`config.mk`:
```
export PLATFORM = sky130hd
export DESIGN_NAME = mem_bus_arbiter
export DESIGN_NICKNAME = d
export VERILOG_FILES = /design/src/rtl/cpu_defs.sv /design/src/rtl/bus_watchdog.sv /design/src/rtl/mem_bus_arbiter.sv
export SDC_FILE = /design/constraint.sdc
export NUM_CORES = 1
export LEC_CHECK = 0
export ABC_AREA = 1
export BUFFER_PORTS_ARGS = -buffer_cell sky130_fd_sc_hd__buf_2
export CORE_MARGIN = 5
export CORE_UTILIZATION = 30
export DETAILED_ROUTE_END_ITERATION = 6
export PLACE_DENSITY_LB_ADDON = 0.05
export SYNTH_ARGS = -nofsm -noshare
export SYNTH_HDL_FRONTEND = slang
export SYNTH_SLANG_ARGS = --single-unit
```
`constraint.sdc`:
```
create_clock -name clk -period 4.35 [get_ports clk]
set_input_delay 0.435 -clock clk [delete_from_list [all_inputs] [get_ports clk]]
set_output_delay 0.435 -clock clk [all_outputs]
set_load 0.005 [all_outputs]
```
`src/rtl/cpu_defs.sv`:
```
// rtl/cpu_defs.sv - shared types and constants for the memory bus arbiter
`ifndef CPU_DEFS_SV
`define CPU_DEFS_SV
`define ENABLE    1'b1
`define DISABLE   1'b0
`define ZERO_WORD 32'h0000_0000
`endif

package cpu_defs;
   typedef logic        Bit_t;
   typedef logic [31:0] Word_t;
   typedef logic [3:0]  Byte_en_t;

   typedef enum logic [1:0] {IDLE, IF_ACC, MEM_ACC, DONE} Bus_state_t;
   typedef enum logic {GRANT_IF, GRANT_MEM} Grant_t;
endpackage

```
`src/rtl/bus_watchdog.sv`:
```
// rtl/bus_watchdog.sv - cycle counter that flags a bus access the slave never finishes
module bus_watchdog #(
   parameter int TIMEOUT = 64,
   parameter int CNT_W   = 7
) (
   input  logic clk,
   input  logic rst,
   input  logic clear,
   input  logic enable,
   output logic expired
);
   logic [CNT_W-1:0] count;

   // Saturates at the expiry value so a stuck enable cannot wrap it back to zero.
   always_ff @(posedge clk or posedge rst) begin
      if (rst) begin
         count <= '0;
      end else if (clear) begin
         count <= '0;
      end else if (enable && !expired) begin
         count <= count + CNT_W'(1);
      end
   end

   assign expired = (count == CNT_W'(TIMEOUT - 1));
endmodule

```
`src/rtl/mem_bus_arbiter.sv`:
```
// rtl/mem_bus_arbiter.sv - shares one SRAM-style bus between instruction fetch and the MEM stage
module mem_bus_arbiter
   import cpu_defs::*;
#(
   parameter int TIMEOUT = 64,
   parameter int CNT_W   = 7
) (
   input  logic        clk,
   input  logic        rst,
   input  logic        if_req,
   input  logic [31:0] if_addr,
   output logic [31:0] if_rdata,
   output logic        if_ack,
   output logic        if_err,
   input  logic        mem_req,
   input  logic        mem_we,
   input  logic [3:0]  mem_be,
   input  logic [31:0] mem_addr,
   input  logic [31:0] mem_wdata,
   output logic [31:0] mem_rdata,
   output logic        mem_ack,
   output logic        mem_err,
   output logic        bus_ce,
   output logic        bus_we,
   output logic [3:0]  bus_be,
   output logic [31:0] bus_addr,
   output logic [31:0] bus_wdata,
   input  logic [31:0] bus_rdata,
   input  logic        bus_ready,
   output logic        stall_req
);
   Bus_state_t state;
   Grant_t     last_grant;
   logic       in_access;
   logic       wd_expired;

   assign in_access = (state == IF_ACC) || (state == MEM_ACC);
   assign stall_req = (if_req & ~if_ack) | (mem_req & ~mem_ack);

   bus_watchdog #(.TIMEOUT(TIMEOUT), .CNT_W(CNT_W)) u_watchdog (
      .clk     (clk),
      .rst     (rst),
      .clear   (!in_access),
      .enable  (in_access),
      .expired (wd_expired)
   );

   always_ff @(posedge clk or posedge rst) begin
      if (rst) begin
         state      <= IDLE;
         last_grant <= GRANT_IF;
         if_rdata   <= `ZERO_WORD;
         if_ack     <= `DISABLE;
         if_err     <= `DISABLE;
         mem_rdata  <= `ZERO_WORD;
         mem_ack    <= `DISABLE;
         mem_err    <= `DISABLE;
         bus_ce     <= `DISABLE;
         bus_we     <= `DISABLE;
         bus_be     <= 4'h0;
         bus_addr   <= `ZERO_WORD;
         bus_wdata  <= `ZERO_WORD;
      end else begin
         case (state)
            IDLE: begin
               // On a tie MEM wins unless it won last time, so neither side starves.
               if (mem_req && (!if_req || last_grant == GRANT_IF)) begin
                  state     <= MEM_ACC;
                  bus_ce    <= `ENABLE;
                  bus_we    <= mem_we;
                  bus_be    <= mem_be;
                  bus_addr  <= mem_addr;
                  bus_wdata <= mem_wdata;
               end else if (if_req) begin
                  state     <= IF_ACC;
                  bus_ce    <= `ENABLE;
                  bus_we    <= `DISABLE;
                  bus_be    <= 4'hF;
                  bus_addr  <= if_addr;
                  bus_wdata <= `ZERO_WORD;
               end
            end
            IF_ACC: begin
               if (bus_ready || wd_expired) begin
                  state      <= DONE;
                  bus_ce     <= `DISABLE;
                  bus_we     <= `DISABLE;
                  last_grant <= GRANT_IF;
                  if_ack     <= `ENABLE;
                  if_err     <= !bus_ready;
                  if_rdata   <= bus_ready ? bus_rdata : `ZERO_WORD;
               end
            end
            MEM_ACC: begin
               if (bus_ready || wd_expired) begin
                  state      <= DONE;
                  bus_ce     <= `DISABLE;
                  bus_we     <= `DISABLE;
                  last_grant <= GRANT_MEM;
                  mem_ack    <= `ENABLE;
                  mem_err    <= !bus_ready;
                  mem_rdata  <= (bus_ready && !bus_we) ? bus_rdata : `ZERO_WORD;
               end
            end
            DONE: begin
               state     <= IDLE;
               if_ack    <= `DISABLE;
               if_err    <= `DISABLE;
               if_rdata  <= `ZERO_WORD;
               mem_ack   <= `DISABLE;
               mem_err   <= `DISABLE;
               mem_rdata <= `ZERO_WORD;
            end
            default: state <= IDLE;
         endcase
      end
   end
endmodule

```
==> out/results.ini <==
[status]
outcome = completed

[global_routing]
grt_use_total_pct = 17.0
grt_pass1_vias = 6153
antenna_found_initial = 1
grt_overflow = 0
grt_max_degree = 83
grt_pass1_wl_mm = 35.1

[clock_tree]
numCtsBuffers = 17
postCtsHoldBufs = 0
cts_buffer_depth = 2
root_buffer = clkbuf_16
post_cts.repair.setup_buffers = 0
cts_max_level = 4
clk_latency_ps = 420
cts.sinks = 148
ctsResizeCount = 0
cts_tree = built
cts.clk_slew.worst_paths_ps = 70

[die]
rows = 54
die_w_um = 159
io-pin-count = 277
dieArea_mm2 = 0.0253
die_h_um = 159
core_area_mm2 = 0.0219
start_util_pct = 30.5

[yosys]
synth_nets = 912
synth-seq-cells = 148
synth-seq-area-share_pct = 55.5
synthCells = 769
synth.distinct_cells = 33
yosysWarnings = 0
synth.cell_area_mm2 = 0.00668
yosysTopAreaCellShare_pct = 55.5
yosysTopAreaCell = dfrtp_1
ys_top_cells_by_area = dfrtp_1 55%, nand2_1 16%, nand3_1 7.8%
avgSynthCellArea_um2 = 8.68

[placed_design]
dp_hpwl_mm = 15.3
numPortBuffers = 276
place.gp.congestion = 0.746

[routing]
avgRoutedWirePerCell_um = 16.6
routed_wl_mm = 21.8
drt_iter0_markers = 263
post_drt_via_cell_ratio = 4.59
ant_nets = 0
drc = 0
drt_pass1_iterations = 5
via_count = 6024

[final_layout]
seq_area_mm2 = 0.00370
diodes = 0
multi_input_area_mm2 = 0.00258
area_delta_synth_final_pct = 31.2
drive_gt1_share_pct = 33.0
nFillCells = 2311
nets = 1163

[timing]
worst_slew_pin_slew_ps = 1050
layout_min_cycle_time_ps = 2370
rsz0062_at_grt = no
skew_ps = 10.0
tns_ps = 0
relSlewSlack_pct = 30.1
slew_viol_final = 0
fmax_mhz = 422
period_share_pct = 54.4
hold_viol = 0
setup_viol = 0

[worst_setup_path]
crit_path_start = last_grant$_DFFE_PP0P_
r2r_end = bus_addr[5]$_DFFE_PP0P_
rrSetupSlack_ps = 1980
r2r_cells = 6
startpoint_type = flip-flop
crit_type = flip-flop to flip-flop
reg2reg_from = last_grant$_DFFE_PP0P_
arrival_ps = 2720
worstPathRequired_ps = 4710
crit_path_end_kind = flip-flop
endpoint = bus_addr[5]$_DFFE_PP0P_
critPathMaxFanout = 32

[min_path]
holdCritPathClass = primary input to asynchronous set/reset pin

[pwr]
leakagePower_uw = 0.00482
worst_ir_drop_vdd_mv = 0.387
powerDensity_mw_per_mm2 = 690
p_total_uw = 6040

[run]
max_cap_violations = 0

[worst min path at each step]
stage	from	to	depth (start not counted)
after floorplan	last_grant$_DFFE_PP0P_	last_grant$_DFFE_PP0P_	2
final	rst	bus_wdata[4]$_DFFE_PP0P_	2
after global placement	bus_wdata[14]$_DFFE_PP0P_	bus_wdata[14]$_DFFE_PP0P_	2
after detailed placement	bus_wdata[13]$_DFFE_PP0P_	bus_wdata[13]$_DFFE_PP0P_	2
after CTS	rst	bus_wdata[4]$_DFFE_PP0P_	2
after global routing	rst	bus_wdata[4]$_DFFE_PP0P_	2
[logic make-up after synthesis]
group	Yosys count	share of synthesized area (%)
AOI/OAI and AO/OA	64	6.41
and+or+nand+nor	469	31.2
buffers and inverters	83	6.01
DFF	148	55.5
adders and majority gates	5	0.937
[flip-flops by register name (all words and copies together), names as in the netlist]
signal	count
bus_wdata	32
bus_we	1
bus_addr	32
last_grant	1
if_ack	1
mem_ack	1
bus_be	4
u_watchdog.count	7
state	2
if_rdata	32
mem_err	1
mem_rdata	32
bus_ce	1
if_err	1
[cell usage after synthesis]
library cell  instances
nor3_1                7
o22ai_1               1
nand2_1             291
o21ai_1               5
a21oi_2               1
or2_2                 2
o21ai_0              14
nand3b_1              1
nor2_2                3
clkbuf_1             16
o21a_1               32
inv_2                 1
buf_6                 6
nand3_1             104
a31oi_1               2
buf_4                 3
dfrtp_1             148
ha_1                  5
o22a_1                4
a211oi_1              1
nor2_8                1
buf_1                 2
nand2_2               1
nor3_2               10
nand4_1              21
inv_4                 1
o211ai_1              1
nor2_1               23
buf_2                25
inv_1                29
a21oi_1               3
nand2_4               4
or2_1                 1
[metrics by stage]
stage	utilization (%)	cells	setup slack [ps]	cell area, um2	hold slack (ps)
4_1_cts	40.0	1313	1910	8760	22.7
5_1_grt	40.0	1313	1700	8760	47.9
3_3_place_gp	37.5	1281	1730	8210	450
3_5_place_dp	37.5	1281	1740	8210	453
2_1_floorplan	-	769	2050	6680	442
6_report	40.0	1313	1980	8760	27.9
[cell type report]
type	count	area share [%]
multi-input combinational	538	29.5
tap	280	4.00
timing repair buffer	284	16.6
clock inverter	15	1.40
clock buffer	17	4.86
inverter	31	1.40
sequential	148	42.3
[worst max-delay path, cell delays in order (launching register included)]
cell and delay, ps:
dfrtp_1 380, nand2_1 60, nand2_1 480, inv_1 1000
nand2_1 120, nand3_1 130, o21a_1 130
[per-layer routing]
layer	up-vias	global-route usage, %	routed length [um]
li1	3006	-	-
met1	2813	23.4	10200
met2	190	26.9	10200
met3	13	4.84	1240
met4	2	3.41	134
met5	-	0	7
[power breakdown]
part,leakage (uW),internal [uW],switching [uW]
Sequential,0.00186,1980,368
Combinational,0.00269,948,1370
Clock,0.000262,745,637
[placed cells by master (no fill, tap or decap)]
cell type / synthesis / routed
ha_1: 5 / 5
o21a_1: 32 / 32
inv_6: 0 / 4
a21oi_1: 3 / 3
nand2_2: 1 / 1
or2_1: 1 / 1
clkinv_4: 0 / 1
nand3b_1: 1 / 1
nand2_1: 291 / 291
nand2_4: 4 / 4
o21ai_0: 14 / 14
nor3_1: 7 / 7
nand3_1: 104 / 104
a31oi_1: 2 / 2
clkinv_2: 0 / 3
o21ai_1: 5 / 5
clkbuf_16: 0 / 17
buf_2: 25 / 276
buf_4: 3 / 7
o22a_1: 4 / 4
o22ai_1: 1 / 1
nor2_1: 23 / 23
inv_8: 0 / 3
inv_1: 29 / 28
a21oi_4: 0 / 1
nand4_1: 21 / 21
inv_4: 1 / 1
a211oi_1: 1 / 1
dfrtp_1: 148 / 148
or2_2: 2 / 2
nor3_2: 10 / 10
buf_12: 0 / 1
o211ai_1: 1 / 1
nor2_2: 3 / 3
clkinvlp_4: 0 / 5
nor2_8: 1 / 1
inv_2: 1 / 1
Power figures use the tool's default switching activity.
